## config.mk

```make
export PLATFORM = sky130hd
export DESIGN_NAME = mem_op_sequencer
export DESIGN_NICKNAME = d
export VERILOG_FILES = /design/src/rtl/mem_op_sequencer_pkg.sv /design/src/rtl/mem_op_sequencer_byte_lane_merge.sv /design/src/rtl/mem_op_sequencer.sv
export SDC_FILE = /design/constraint.sdc
export NUM_CORES = 1
export LEC_CHECK = 0
export ABC_CLOCK_PERIOD_IN_PS = 7900
export CAP_MARGIN = 20
export CORE_MARGIN = 4
export CORE_UTILIZATION = 50
export CTS_CLUSTER_SIZE = 12
export DETAILED_ROUTE_END_ITERATION = 8
export GPL_ROUTABILITY_DRIVEN = 0
export PLACE_DENSITY = 0.8
export SLEW_MARGIN = 20
export SYNTH_ARGS = -nofsm -noshare
export SYNTH_HDL_FRONTEND = slang
export SYNTH_HIERARCHICAL = 1
export SYNTH_SLANG_ARGS = --single-unit
```

## constraint.sdc

```tcl
create_clock -name clk -period 7.9 [get_ports clk]
set_input_delay 0.79 -clock clk [delete_from_list [all_inputs] [get_ports clk]]
set_output_delay 0.79 -clock clk [all_outputs]
set_load 0.02 [all_outputs]
```

## src/rtl/mem_op_sequencer_pkg.sv

```systemverilog
// Shared encodings for the multicycle memory-operation sequencer:
// opcodes, FSM states and the byte-lane index width helper.
package mem_seq_pkg;

    typedef enum logic [1:0] {
        OP_RD_WORD = 2'b00,
        OP_WR_WORD = 2'b01,
        OP_ST_BYTE = 2'b10,
        OP_XCHG    = 2'b11
    } op_t;

    typedef enum logic [2:0] {
        ST_IDLE   = 3'd0,
        ST_RD_A   = 3'd1,
        ST_WAIT_A = 3'd2,
        ST_RD_B   = 3'd3,
        ST_WAIT_B = 3'd4,
        ST_WR_A   = 3'd5,
        ST_WR_B   = 3'd6,
        ST_DONE   = 3'd7
    } state_t;

    localparam int MAX_MEM_LAT = 8;

    // Number of address bits needed to pick one byte lane out of a word.
    function automatic int lane_idx_w(input int data_w);
        return $clog2(data_w / 8);
    endfunction

endpackage

```

## src/rtl/mem_op_sequencer_byte_lane_merge.sv

```systemverilog
// Combinational byte insert: replaces one little-endian byte lane of a word
// (lane 0 = bits [7:0]) with an 8-bit value.
module byte_lane_merge
    import mem_seq_pkg::*;
#(
    parameter int DATA_W = 32,
    parameter int LANE_W = lane_idx_w(DATA_W)
) (
    input  logic [DATA_W-1:0] word,
    input  logic [LANE_W-1:0] lane,
    input  logic [7:0]        byte_val,
    output logic [DATA_W-1:0] merged
);

    always_comb begin
        merged = word;
        for (int i = 0; i < DATA_W / 8; i++) begin
            if (lane == LANE_W'(i)) begin
                merged[8*i +: 8] = byte_val;
            end
        end
    end

endmodule

```

## src/rtl/mem_op_sequencer.sv

```systemverilog
// Multicycle memory-operation sequencer: word read/write, byte read-modify-write
// and atomic exchange over a single-port memory with configurable read latency.
module mem_op_sequencer
    import mem_seq_pkg::*;
#(
    parameter int DATA_W  = 32,
    parameter int ADDR_W  = 32,
    parameter int MEM_LAT = 1
) (
    input  logic              clk,
    input  logic              reset,
    input  logic              start,
    input  logic [1:0]        op,
    input  logic [ADDR_W-1:0] addr_a,
    input  logic [ADDR_W-1:0] addr_b,
    input  logic [DATA_W-1:0] wdata,
    output logic              busy,
    output logic              done,
    output logic [DATA_W-1:0] rdata_out,
    output logic [ADDR_W-1:0] mem_addr,
    output logic [DATA_W-1:0] mem_wdata,
    output logic              mem_rd,
    output logic              mem_wr,
    input  logic [DATA_W-1:0] mem_rdata
);

    localparam int LANE_W = lane_idx_w(DATA_W);
    localparam int CNT_W  = (MEM_LAT > 1) ? $clog2(MEM_LAT) : 1;
    localparam logic [CNT_W-1:0] CNT_LOAD = CNT_W'(MEM_LAT - 1);

    state_t            state;
    state_t            next_state;
    op_t               op_q;
    logic [ADDR_W-1:0] a_q;
    logic [ADDR_W-1:0] b_q;
    logic [DATA_W-1:0] wdata_q;
    logic [DATA_W-1:0] tmp_a;
    logic [DATA_W-1:0] tmp_b;
    logic [CNT_W-1:0]  cnt;
    logic [DATA_W-1:0] merged;
    logic              last_wait;
    logic              same_addr;

    assign last_wait = (cnt == '0);
    assign same_addr = (a_q == b_q);

    byte_lane_merge #(
        .DATA_W (DATA_W)
    ) u_merge (
        .word     (tmp_a),
        .lane     (a_q[LANE_W-1:0]),
        .byte_val (wdata_q[7:0]),
        .merged   (merged)
    );

    always_ff @(posedge clk or posedge reset) begin
        if (reset) begin
            state <= ST_IDLE;
        end else begin
            state <= next_state;
        end
    end

    always_comb begin
        next_state = state;
        unique case (state)
            ST_IDLE: begin
                if (start) begin
                    next_state = (op_t'(op) == OP_WR_WORD) ? ST_WR_A : ST_RD_A;
                end
            end
            ST_RD_A:   next_state = ST_WAIT_A;
            ST_WAIT_A: begin
                if (last_wait) begin
                    unique case (op_q)
                        OP_ST_BYTE: next_state = ST_WR_A;
                        OP_XCHG:    next_state = same_addr ? ST_DONE : ST_RD_B;
                        default:    next_state = ST_DONE;
                    endcase
                end
            end
            ST_RD_B:   next_state = ST_WAIT_B;
            ST_WAIT_B: next_state = last_wait ? ST_WR_A : ST_WAIT_B;
            ST_WR_A:   next_state = (op_q == OP_XCHG) ? ST_WR_B : ST_DONE;
            ST_WR_B:   next_state = ST_DONE;
            ST_DONE:   next_state = ST_IDLE;
            default:   next_state = ST_IDLE;
        endcase
    end

    // Address and write data stay zero outside strobe cycles.
    always_comb begin
        busy      = (state != ST_IDLE);
        done      = (state == ST_DONE);
        mem_rd    = 1'b0;
        mem_wr    = 1'b0;
        mem_addr  = '0;
        mem_wdata = '0;
        unique case (state)
            ST_RD_A: begin
                mem_rd   = 1'b1;
                mem_addr = a_q;
            end
            ST_RD_B: begin
                mem_rd   = 1'b1;
                mem_addr = b_q;
            end
            ST_WR_A: begin
                mem_wr   = 1'b1;
                mem_addr = a_q;
                unique case (op_q)
                    OP_ST_BYTE: mem_wdata = merged;
                    OP_XCHG:    mem_wdata = tmp_b;
                    default:    mem_wdata = wdata_q;
                endcase
            end
            ST_WR_B: begin
                mem_wr    = 1'b1;
                mem_addr  = b_q;
                mem_wdata = tmp_a;
            end
            default: ;
        endcase
    end

    // rdata_out is loaded straight from mem_rdata on the final wait cycle because
    // tmp_a only becomes valid on that same edge.
    always_ff @(posedge clk or posedge reset) begin
        if (reset) begin
            op_q      <= OP_RD_WORD;
            a_q       <= '0;
            b_q       <= '0;
            wdata_q   <= '0;
            tmp_a     <= '0;
            tmp_b     <= '0;
            cnt       <= '0;
            rdata_out <= '0;
        end else begin
            unique case (state)
                ST_IDLE: begin
                    if (start) begin
                        op_q    <= op_t'(op);
                        a_q     <= addr_a;
                        b_q     <= addr_b;
                        wdata_q <= wdata;
                    end
                end
                ST_RD_A, ST_RD_B: cnt <= CNT_LOAD;
                ST_WAIT_A: begin
                    if (last_wait) begin
                        tmp_a <= mem_rdata;
                        if (op_q == OP_RD_WORD || (op_q == OP_XCHG && same_addr)) begin
                            rdata_out <= mem_rdata;
                        end
                    end else begin
                        cnt <= cnt - CNT_W'(1);
                    end
                end
                ST_WAIT_B: begin
                    if (last_wait) begin
                        tmp_b <= mem_rdata;
                    end else begin
                        cnt <= cnt - CNT_W'(1);
                    end
                end
                ST_WR_B: rdata_out <= tmp_a;
                default: ;
            endcase
        end
    end

endmodule

```

==> results.py, run 1 <==
metrics = {
    "run_status": {
        "status": "finished clean",
    },
    "worst_hold_path": {
        "min_path_type": "reg2reg",
    },
    "clocking": {
        "clk_root_buffer_cell": "clkbuf_16",
        "clock-sinks": 197,
        "cts_buffers": 17,
        "cts_setup_buffers": 0,
        "cts_tree": "done",
        "htree_levels": 4,
        "clockBufferDepth": 2,
        "cts_resized": 0,
        "clkLatencyLatePin_ps": 430,
        "path_clk_slew_ps": 80,
        "ctsHoldBuffers": 0,
    },
    "grt": {
        "grt.total_usage": 0.2407,
        "grtUsageMet2": 0.3893,
        "grt_util_met3": 0.08584,
        "grt_pass1_wl_mm": 41.31,
        "grt_max_degree": 122,
        "grt_pass1_vias": 7475,
        "use_met1": 0.3130,
        "antenna_found_initial": 0,
        "top_usage_layer": "met2",
        "overflow": 0,
    },
    "final_layout": {
        "num-nets-final": 1155,
        "drive_gt1_frac": 0.2657,
        "num_antenna_cells": 0,
        "multi_input_area_mm2": 0.004553,
        "finalNonFillerCells": 1295,
        "syn2layout_area_growth_pct": 31.80,
        "seq_area_mm2": 0.004935,
        "fill_cells": 1460,
    },
    "placed_design": {
        "port-buffer-count": 232,
        "place_inst": 1263,
        "dp_hpwl_mm": 17.44,
    },
    "pwr": {
        "leakagePower_nw": 5.367,
        "ir_worst_vdd_mv": 0.2506,
        "p_per_area_mw_per_mm2": 453.1,
    },
    "synthesis": {
        "netlist_instances": 811,
        "yosysWarnings": 6,
        "synth-compound-area-share": 0.06942,
        "syn_nets": 944,
        "synthSimpleGateAreaFrac": 0.07006,
        "synth-xor-area-share": 0.02880,
        "synth-seq-cells": 197,
        "synth.area.mux_share": 0.2975,
        "ys_types": 34,
        "synth_area_mm2": 0.009733,
        "ys_seq_area_frac": 0.5065,
        "syn_avg_cell_area_um2": 12.00,
        "synth_adder_area_share": 0,
        "synth_top_family_by_area": "multiplexers",
    },
    "timing": {
        "slew_viol_final": 0,
        "period_share": 0.4628,
        "period_needed_ps": 3656,
        "max_freq_mhz": 273.5,
        "rsz0062_at_grt": "false",
        "max_slew_margin": 0.2622,
        "worstMarginPinSlew_ps": 1104,
        "hold_viol": 0,
        "tns_ps": 0,
        "finalSetupViolations": 0,
        "finClkSkew_ps": 12.32,
    },
    "critical_path": {
        "worst_ep_required_time_ps": 7110,
        "critPathCaptureType": "output port",
        "reg2reg_depth": 7,
        "cp_max_fo": 8,
        "critPathLaunch": "a_q[0]",
        "regToRegStartpoint": "a_q[1]",
        "r2r-end": "rdata_out[26]",
        "r2r_slack_ps": 4900,
        "crit_arrival_ps": 2870,
        "crit_end": "mem_wdata[13]",
        "start_kind": "flip-flop",
        "path_class": "reg2out",
    },
    "floorplan": {
        "core_mm2": 0.01896,
        "die_y_um": 147.5,
        "num_io_pins": 233,
        "die_w_um": 147.5,
        "die_area_mm2": 0.02176,
        "initial_core_util": 0.5135,
        "num_rows": 50,
    },
    "flow_run": {
        "drv_cap": 0,
    },
    "drt": {
        "vias_per_cell": 5.534,
        "detail-route-antenna-nets": 0,
        "drtPass1Iterations": 8,
        "drt_iter0_drc": 414,
        "vias": 7167,
        "wire_per_inst_um": 20.06,
        "drc_errors": 0,
        "wl_mm": 25.98,
    },
}
## logic make-up after synthesis
| family | count (synthesis) |
|---|---|
| muxes | 258 |
| AOI/OAI and AO/OA | 106 |
| and+or+nand+nor | 164 |
| DFF | 197 |
| xor gates and xnor gates | 32 |
| buffers and inverters | 54 |
## synthesized netlist by cell type, drive strengths merged
cell type / n / area (um2)
o31ai: 1 / 21.27
o21bai: 1 / 7.510
nand2b: 1 / 6.260
dfrtp: 197 / 4930
a21oi: 3 / 15.01
o21ai: 67 / 335.3
inv: 3 / 11.26
nor4b: 1 / 8.760
nor2b: 3 / 21.27
nand2: 135 / 509.2
nor4: 2 / 12.51
and3: 1 / 6.260
and2: 1 / 6.260
a22o: 32 / 280.3
nand4: 8 / 50.05
o21a: 1 / 7.510
o32ai: 1 / 8.760
nor2: 8 / 35.03
or3: 1 / 6.260
clkbuf: 18 / 67.56
nor3: 1 / 5.000
xnor2: 32 / 280.3
nor3b: 2 / 15.01
mux2i: 32 / 320.3
buf: 33 / 191.4
mux2: 226 / 2575
## per-stage QoR
stage / worst slack (ps) / instance area, um2 / total power, mW / util / hold slack (ps)
finish: 4244 / 12830 / 5.813 / 0.6768 / 493.0
global route: 4017 / 12830 / 6.177 / 0.6768 / 519.6
CTS: 4195 / 12830 / 5.854 / 0.6766 / 497.9
detailed placement: 4675 / 12230 / 4.949 / 0.6454 / 480.8
global placement: 4713 / 12230 / 4.886 / 0.6454 / 467.5
floorplan: 1741 / 9733 / 3.822 / - / 475.2
## worst min-delay path by stage
stage | startpoint | endpoint | slack, ps | cells after the start
2_1_floorplan | wdata_q[10] | wdata_q[10] | 480 | 1
3_3_place_gp | rdata_out[20] | rdata_out[20] | 470 | 1
3_5_place_dp | rdata_out[20] | rdata_out[20] | 480 | 1
4_1_cts | rdata_out[20] | rdata_out[20] | 500 | 1
5_1_grt | rdata_out[10] | rdata_out[10] | 520 | 1
6_report | rdata_out[20] | rdata_out[20] | 490 | 1
## layout make-up
cell class              instances  share of cell area
clock buffers                  19             0.03453
well taps                     260             0.02536
inverters                       3            0.001463
clock inverters                13             0.01161
flip-flops and latches        197              0.3847
multi-input cells             560              0.3549
repair buffers                243              0.1875
## layer usage
metal | part of all wire | vias to the layer above
li1 | - | 3301
met1 | 0.42 | 3578
met2 | 0.48 | 263
met3 | 0.094 | 25
met4 | 0.011 | 0
met5 | 0 | -
## critical path, cell delays in order, from the launching register on
cell	delay, ps
dfrtp_1	510
nor2b_2	520
mux2_2	410
mux2i_1	170
nand2_1	70
o21ai_0	90
o21ai_0	100
clkdlybuf4s50_1	560
## power by group
part	switching, mW	leakage (nW)	total, mW	internal (mW)
logic	1.34	2.73	2.91	1.56
registers	0.501	2.37	2.02	1.52
clock network	0.401	0.274	0.881	0.480
## layout by cell type (no fill, tap or decap), types with 2 or more instances in the layout
cell type          n
nor2b_1            2
clkinvlp_4         5
nand2_1          134
o21ai_0           67
mux2i_1           32
clkbuf_16         17
nand4_1            8
nor2_4             2
clkdlybuf4s50_1  232
a22o_1            32
xnor2_1           32
inv_6              2
nor2_2             2
nor4_1             2
bufinv_16          2
mux2_4             8
nor2_1             4
a21oi_1            3
dfrtp_1          195
buf_4             11
clkinv_4           2
mux2_1             4
inv_8              2
inv_1              2
mux2_2           214
## flip-flops by register name, summed over array words and instances (netlist names)
| register | cells |
|---|---|
| rdata_out | 32 |
| b_q | 32 |
| tmp_a | 32 |
| a_q | 32 |
| wdata_q | 32 |
| state | 3 |
| tmp_b | 32 |
| op_q | 2 |
(Power assumes the default switching activity.)
==> inputs of run 2 (changes only) <==
--- a/config.mk
+++ b/config.mk
@@ -5,7 +5,7 @@
 export SDC_FILE = /design/constraint.sdc
 export NUM_CORES = 1
 export LEC_CHECK = 0
-export ABC_CLOCK_PERIOD_IN_PS = 7900
+export ABC_CLOCK_PERIOD_IN_PS = 3400
 export CAP_MARGIN = 20
 export CORE_MARGIN = 4
 export CORE_UTILIZATION = 50
==> constraint.sdc (replaced) <==
create_clock -name clk -period 3.4 [get_ports clk]
set_input_delay 0.34 -clock clk [delete_from_list [all_inputs] [get_ports clk]]
set_output_delay 0.34 -clock clk [all_outputs]
set_load 0.02 [all_outputs]
==> results.py, run 2 (synthesis gave the netlist of run 1 again) <==
metrics = {
    "grt": {
        "antenna_found_initial": 0,
        "grt_max_degree": 60,
        "overflow": 0,
        "grt_pass1_vias": 7607,
        "grt_pass1_wl_mm": 41.02,
        "grt.total_usage": 0.2395,
    },
    "critical_path": {
        "cp_max_fo": 8,
        "path_class": "reg2out",
        "start_kind": "flip-flop",
        "path_buf_inv": 1,
        "r2r-end": "rdata_out[3]",
        "reg2reg_depth": 7,
        "critPathCaptureType": "output port",
        "worst_ep_required_time_ps": 3060,
        "path_cells": "nand2b_1 > mux2_4 > mux2i_1 > nand2_1 > o21ai_0 > o21ai_0 > clkdlybuf4s50_1",
        "crit_cells": 7,
        "r2r_slack_ps": 1020,
        "slowest_stage": "dfrtp_1",
        "crit_end": "mem_wdata[16]",
        "crit_top_cell": "o21ai_0",
        "path_delay_family": "flip-flops",
        "critPathLaunch": "a_q[1]",
        "slowest_delay_ps": 590,
        "regToRegStartpoint": "a_q[1]",
        "crit_arrival_ps": 2810,
    },
    "drt": {
        "wl_mm": 25.75,
        "wire_per_inst_um": 19.75,
        "drt_iter0_drc": 279,
        "detail-route-antenna-nets": 0,
        "drtPass1Iterations": 4,
        "vias": 7089,
        "drc_errors": 0,
        "vias_per_cell": 5.436,
    },
    "final_layout": {
        "fill_cells": 1440,
        "multi_input_area_mm2": 0.004553,
        "num_antenna_cells": 0,
        "num-nets-final": 1165,
        "mostFrequentLayoutCells": "clkdlybuf4s50_1, mux2_2, dfrtp_1",
        "syn2layout_area_growth_pct": 32.61,
        "finalNonFillerCells": 1304,
        "final_common_cell": "clkdlybuf4s50_1",
        "drive_gt1_frac": 0.2730,
        "seq_area_mm2": 0.004932,
        "utilization": 0.6809,
    },
    "flow_run": {
        "drv_cap": 0,
    },
    "clocking": {
        "clk_root_buffer_cell": "clkbuf_16",
        "cts_resized": 0,
        "ctsHoldBuffers": 0,
        "path_clk_slew_ps": 70,
        "clockBufferDepth": 2,
        "htree_levels": 4,
        "clock-sinks": 197,
        "cts_tree": "done",
        "cts_setup_buffers": 0,
        "clkLatencyLatePin_ps": 430,
        "cts_buffers": 17,
    },
    "timing": {
        "period_share": 0.9267,
        "slew_viol_final": 0,
        "hold_viol": 0,
        "rsz0062_at_grt": "false",
        "setup_ws_ps": 249.2,
        "period_needed_ps": 3151,
        "max_freq_mhz": 317.4,
        "max_slew_margin": 0.4559,
        "finalSetupViolations": 0,
        "worstMarginPinSlew_ps": 816.2,
        "tns_ps": 0,
        "finClkSkew_ps": 12.54,
    },
    "pwr": {
        "ir_worst_vdd_mv": 0.5384,
        "total_power_mw": 13.43,
        "p_per_area_mw_per_mm2": 1041,
        "leakagePower_nw": 5.420,
    },
    "floorplan": {
        "core_mm2": 0.01896,
        "die_y_um": 147.5,
        "die_area_mm2": 0.02176,
        "num_rows": 50,
        "die_w_um": 147.5,
        "initial_core_util": 0.5135,
        "num_io_pins": 233,
    },
    "worst_hold_path": {
        "min_path_type": "in2async",
    },
    "placed_design": {
        "pre_cts_slack_ps": 701.9,
        "place_inst": 1273,
        "port-buffer-count": 232,
        "dp_hpwl_mm": 17.95,
    },
    "run_status": {
        "status": "finished clean",
    },
}
## run 2: cell count changes in the layout (fill, tap and decap cells not counted)
cell and change:
dfrtp_2 +1, dfrtp_4 -1, clkinv_4 +1, buf_12 +4, buf_4 +6, clkinvlp_4 -2
inv_6 +3, clkbuf_1 -1, bufinv_16 -2
## run 2: worst register-to-register path: stages, from the launching register on
cell,delay [ps]
dfrtp_1,590
xnor2_1,200
nand4_1,120
nor4_1,250
nand2_1,170
o31ai_4,290
buf_12,260
mux2_2,400
## run 2: where the power goes
part | internal [mW] | switching, mW | leakage, nW
logic | 3.71 | 3.21 | 2.78
registers | 3.54 | 1.06 | 2.37
clock network | 0.977 | 0.941 | 0.268
## run 2: layer usage
metal  up-vias  part of all wire  GRT usage
met4         0             0.012    0.05638
met5         -                 0          0
met1      3493              0.41     0.2986
li1       3311                 -          -
met2       261              0.48     0.3985
met3        24             0.094    0.08952
## run 2: cell type report
cell class	instances	area share
inverters	3	0.001163
well taps	260	0.02520
flip-flops and latches	197	0.3821
multi-input cells	560	0.3528
clock inverters	13	0.008724
clock buffers	18	0.03402
repair buffers	253	0.1960
## run 2: worst min-delay path by stage
stage                             start            end  slack, ps
after CTS                         reset    wdata_q[30]        250
final                             reset    wdata_q[30]        250
after global routing              reset    wdata_q[26]        280
after floorplan             wdata_q[10]    wdata_q[10]        480
after detailed placement  rdata_out[20]  rdata_out[20]        470
after global placement    rdata_out[31]  rdata_out[31]        470
## run 2: through the flow
stage          hold slack [ps]  instance area, um2
6_report                 253.2               12910
5_1_grt                  276.8               12910
4_1_cts                  250.0               12910
3_5_place_dp             473.7               12360
3_3_place_gp             467.0               12360
2_1_floorplan            475.2                9737
==> inputs of run 3 (changes only) <==
--- a/config.mk
+++ b/config.mk
@@ -6,9 +6,9 @@
 export NUM_CORES = 1
 export LEC_CHECK = 0
 export ABC_CLOCK_PERIOD_IN_PS = 3400
-export CAP_MARGIN = 20
 export CORE_MARGIN = 4
 export CORE_UTILIZATION = 50
+export CTS_CLUSTER_DIAMETER = 40
 export CTS_CLUSTER_SIZE = 12
 export DETAILED_ROUTE_END_ITERATION = 8
 export GPL_ROUTABILITY_DRIVEN = 0
==> results of run 3 <==
No change in the layout: final DEF, timing and power equal those of run 2.
==> RTL change 1, RTL diff (config.mk and constraints of run 1) <==
`DATA_W` is set to 32 in 2 places; all go to 48.
--- a/src/rtl/mem_op_sequencer_byte_lane_merge.sv
+++ b/src/rtl/mem_op_sequencer_byte_lane_merge.sv
@@ -3,7 +3,7 @@
 module byte_lane_merge
     import mem_seq_pkg::*;
 #(
-    parameter int DATA_W = 32,
+    parameter int DATA_W = 48,
     parameter int LANE_W = lane_idx_w(DATA_W)
 ) (
     input  logic [DATA_W-1:0] word,
--- a/src/rtl/mem_op_sequencer.sv
+++ b/src/rtl/mem_op_sequencer.sv
@@ -3,7 +3,7 @@
 module mem_op_sequencer
     import mem_seq_pkg::*;
 #(
-    parameter int DATA_W  = 32,
+    parameter int DATA_W  = 48,
     parameter int ADDR_W  = 32,
     parameter int MEM_LAT = 1
 ) (
Ports: changed (resized mem_rdata, mem_wdata, rdata_out and wdata); port bits go from 233 to 297. The function was not compared with the original's and may differ.
==> RTL change 1 against run 1 <==
- area after synthesis rose by 33%
- sequential cell count is 64 higher
- design area up 33%
- final cell count grew 32%
- via count is 34% higher
- power is 34% higher
- worst setup slack lost 0.47 ns
- wire length is 40% higher
- largest power group unchanged
- highest routed layer unchanged
==> RTL change 1: results (changes against run 1) <==
[cells_and_area]
drive_gt1_share_pct=26.31  ; was 26.57%
nets=1522  ; was 1,155

[place]
dp.cells=1657  ; was 1,263
dp_hpwl_mm=24.27  ; was 17.44 mm

[yosys]
synth_top_area_share_pct=50.57  ; was 50.65%
syn_inst=1089  ; was 811
ys_top_cells_by_area=dfrtp_1, mux2_2, nand2_1, o21ai_0, mux2i_1  ; unchanged
ys_top_cells_by_count=mux2_2, dfrtp_1, nand2_1  ; unchanged
synth_nets=1254  ; was 944
synth_mux_area_share_pct=30.40  ; was 29.75%
synth_cell_types=32  ; was 34
synth_compound_area_share_pct=6.443  ; was 6.942%

[routing]
drt-total-wl_mm=36.27  ; was 25.98 mm
wl_per_cell_um=21.23  ; was 20.06 um
vias_per_cell=5.640  ; was 5.534
first_pass_iters=5  ; was 8

[clock_network]
cts.clk_slew.worst_paths_ns=0.06  ; was 0.08 ns
cts_buffers=28  ; was 17
insertion_delay_ns=0.54  ; was 0.43 ns
htree_levels=1  ; was 4
clockBufferDepth=3  ; was 2

[timing]
hold_ws_ns=0.4864  ; was 0.4930 ns
skew_ns=0.01827  ; was 0.01232 ns
finalCritPeriodShare_pct=52.21  ; was 46.28%
slew_headroom_pct=28.76  ; was 26.22%

[grt]
grt_start_max_net_pins=185  ; was 122
grt_pass1_wl_mm=56.64  ; was 41.31 mm
grtUsageTotal_pct=24.86  ; was 24.07%
grt_pass1_vias=10260  ; was 7,475

[status]
status=complete, no violations  ; unchanged

[setup_path]
crit_start=state[1]  ; was a_q[0]
rr_endpoint=rdata_out[12]  ; was rdata_out[26]
crit_end=mem_wdata[37]  ; was mem_wdata[13]
rrSetupSlack_ns=4.46  ; was 4.90 ns
cp.arrival_ns=3.33  ; was 2.87 ns

[pwr]
leakage_nw=7.152  ; was 5.367 nW
irDropWorstVdd_uv=302.8  ; was 250.5 uV

[hold_path]
min_to=rdata_out[5]  ; was rdata_out[20]

==> RTL change 1: cell count changes in the layout (fill, tap and decap cells not counted), sizes merged, moves of 4 or more <==
cell / delta
mux2: +80
clkinvlp: -4
clkbuf: +26
nand2: +62
o21ai: +32
clkdlybuf4s50: +64
dfrtp: +64
mux2i: +16
inv: -4
==> RTL change 1: metrics by stage <==
stage               instance area, sq um  utilization [%]
floorplan                          12920                -
global placement                   16090            63.55
detailed placement                 16090            63.55
CTS                                17000            67.12
global route                       17010            67.15
finish                             17010            67.15
==> RTL change 1: routing by layer <==
metal  share of wire [%]  track usage (%)  vias up
met5                   0                0        -
met4                 2.7            7.375        0
met3                 7.1            5.675       57
met2                  49            41.87      354
met1                  41            32.27     4846
li1                    -                -     4376
==> RTL change 1: cell type report <==
cell class | count | area (sq um)
clock buffer | 45 | 855.8
fill | 1931 | 8319
multi-input combinational | 755 | 6062
clock inverter | 4 | 48.80
antenna | 2 | 5.005
timing repair buffer | 308 | 3069
inverter | 3 | 15.01
sequential | 261 | 6539
tap | 330 | 412.9
==> RTL change 1: worst max-delay path, stage by stage (launching register included) <==
cell	delay, ns
dfrtp_1	0.52
nor2b_1	0.35
and2_2	0.50
buf_4	0.44
nand2_1	0.13
o21ai_0	0.16
clkdlybuf4s50_1	0.69
==> RTL change 1: power breakdown <==
group	switching [mW]	total, mW	internal (mW)
registers	0.714	2.73	2.02
logic	1.75	3.76	2.02
clock network	0.531	1.30	0.767
total	2.99	7.80	4.81
==> RTL change 2, RTL diff (settings of run 1) <==
Made on the original files. Re-encode `state_t` (8 states) as Gray code, 3 bits wide.
--- a/src/rtl/mem_op_sequencer_pkg.sv
+++ b/src/rtl/mem_op_sequencer_pkg.sv
@@ -10,14 +10,14 @@
     } op_t;
 
     typedef enum logic [2:0] {
-        ST_IDLE   = 3'd0,
-        ST_RD_A   = 3'd1,
-        ST_WAIT_A = 3'd2,
-        ST_RD_B   = 3'd3,
-        ST_WAIT_B = 3'd4,
-        ST_WR_A   = 3'd5,
-        ST_WR_B   = 3'd6,
-        ST_DONE   = 3'd7
+        ST_IDLE   = 3'b000,
+        ST_RD_A   = 3'b001,
+        ST_WAIT_A = 3'b011,
+        ST_RD_B   = 3'b010,
+        ST_WAIT_B = 3'b110,
+        ST_WR_A   = 3'b111,
+        ST_WR_B   = 3'b101,
+        ST_DONE   = 3'b100
     } state_t;
 
     localparam int MAX_MEM_LAT = 8;
Behaviour: no difference found for any inputs over 4 cycles, from zero or initial values and one cycle with reset high; so few cycles prove little.
==> RTL change 2 against run 1 <==
- design area is 1.9% higher
- clock power increased by 1%
- combinational power up 4%
- wire length rose by 8.1%
- fmax fell by 4.3%
- non-clock buffer count unchanged
- synthesized cell count up 9.2%
- area after synthesis rose by 2.6%
- worst setup slack worse by 0.16 ns
- register-to-register slack got worse by 0.36 ns
- sequential cell count unchanged
- power grew 2.6%
- die area increased by 2.5%
- clock skew shrank 0.00077 ns
- critical endpoint is now mem_addr[4]
- highest routed layer is now met5
==> RTL change 2: results (changes against run 1) <==
[clock_network]
cts_post_setup_buffers_inserted=0  ; unchanged
cts.clk_slew.worst_paths_ns=0.07
root_buffer=clkbuf_16  ; unchanged

[place]
dp_hpwl_mm=19.09  ; was 17.44 mm
portBuffers=232  ; unchanged
place_ws_ns=4.393  ; was 4.675 ns
dp.cells=1332  ; was 1,263

[routing]
first_pass_iters=5  ; was 8
drt_iter0_drc=391  ; was 414
top_layer=met5  ; was met4
drt-total-wl_mm=28.08  ; was 25.98 mm
drt-met1-wl_mm=11.55  ; was 10.86 mm
vias_per_cell=5.643  ; was 5.534
num_vias=7697  ; was 7,167
met3_length_mm=2.348  ; was 2.439 mm
wl_met2_mm=13.47  ; was 12.40 mm

[grt]
grtUsageTotal_pct=25.06  ; was 24.07%
grt_antenna_before_repair=1  ; was 0
grt_use_met3_pct=7.627  ; was 8.584%
grt_pass1_wl_mm=43.58  ; was 41.31 mm
grt_use_met1_pct=31.65  ; was 31.30%
grt_start_max_net_pins=134  ; was 122
grt_util_met2_pct=40.96  ; was 38.93%
grt_pass1_vias=8018  ; was 7,475

[pwr]
irDropWorstVdd_uv=296.0  ; was 250.5 uV
powerClk_mw=0.893  ; was 0.881 mW
power_switching_mw=2.405  ; was 2.246 mW
power_frac_seq_pct=34.0  ; was 34.8%
leakage_nw=5.638  ; was 5.367 nW

[yosys]
ys_seq_area_share_pct=49.36  ; was 50.65%
synth_top_family_by_area=multiplexers  ; unchanged
syn_inst=886  ; was 811
synth_compound_area_share_pct=9.647  ; was 6.942%
ys_top_cells_by_count=dfrtp_1, mux2_2, nand2_1  ; was mux2_2, dfrtp_1, nand2_1
synth_mux_area_share_pct=24.87  ; was 29.75%
synth_xor_area_share_pct=2.806  ; was 2.880%
synthAdderAreaFrac_pct=0  ; unchanged
ys_warn_count=6  ; unchanged
ys_top_cells_by_area=dfrtp_1, mux2_2, mux2i_1, nand2_1, a22o_1  ; was dfrtp_1, mux2_2, nand2_1, o21ai_0, mux2i_1
synth_nets=1019  ; was 944
async_flop_share_pct=100.0  ; unchanged
synth_cell_types=36  ; was 34

[setup_path]
cp.arrival_ns=3.03  ; was 2.87 ns
crit_fanout=48  ; was 8
max_stage_delay_ns=0.65  ; was 0.56 ns
slowest_stage=clkdlybuf4s50_1  ; unchanged

[timing]
worstMarginPinSlew_ns=1.101  ; was 1.104 ns
skew_ns=0.01155  ; was 0.01232 ns

[cells_and_area]
fill_cells=1536  ; was 1,460
drive_gt1_share_pct=20.84  ; was 26.57%
nets=1219  ; was 1,155

[status]
status=complete, no violations  ; unchanged

[hold_path]
hold_class=flip-flop to flip-flop  ; unchanged

RTL change 2: changes by cell type in the layout (fill, tap and decap cells not counted), sizes merged, moves of 7 or more:
cell and delta:
and2 +21, nand2 -20, a21oi +32, o22ai +12, mux2i +32, o21ai -55
o221a +11, xor2 +32, xnor2 -32, inv +7, mux2 -65, nor2 +62
a221o +22
RTL change 2: through the flow:
stage	cell area [sq um]	power, mW
after floorplan	9987	3.950
after global placement	12470	4.984
after detailed placement	12470	5.067
after CTS	13070	5.991
after global routing	13070	6.320
final	13070	5.962
RTL change 2: final timing paths:
| path | from | endpoint | slack (ns) | depth (start not counted) |
|---|---|---|---|---|
| min in group asynchronous | reset | wdata_q[26] | 0.97 | 2 |
| hold reg to reg | tmp_b[1] | tmp_b[1] | 0.51 | 1 |
| max in group asynchronous | reset | tmp_b[7] | 5.50 | 3 |
| hold / removal | tmp_b[1] | tmp_b[1] | 0.51 | 1 |
| setup / recovery | state[1] | mem_addr[4] | 4.08 | 6 |
| setup reg to reg | state[1] | b_q[17] | 4.54 | 5 |
RTL change 2: worst max-delay path: cells and delay by family (launching register included):
kind	cells	cell delay, ns
and+or+nand+nor	1	0.21
AOI/OAI and AO/OA	2	0.40
DFF	1	0.35
buffers and inverters	3	1.63
RTL change 2: final cells by class:
type	count	area, sq um	share of cell area [%]
multi-input combinational	621	4772	36.50
timing repair buffer	243	2405	18.39
clock buffer	18	439.2	3.359
inverter	6	30.03	0.2297
sequential	197	4933	37.74
clock inverter	14	162.7	1.244
tap	265	331.6	2.536
RTL change 2: kinds of logic (layout without fill, tap and decap cells):
logic type / count (synthesis) / count (layout)
compound gates: 128 / 128
xor+xnor: 32 / 32
buf+inv: 68 / 281
flops: 197 / 197
mux: 225 / 225
simple gates: 236 / 236
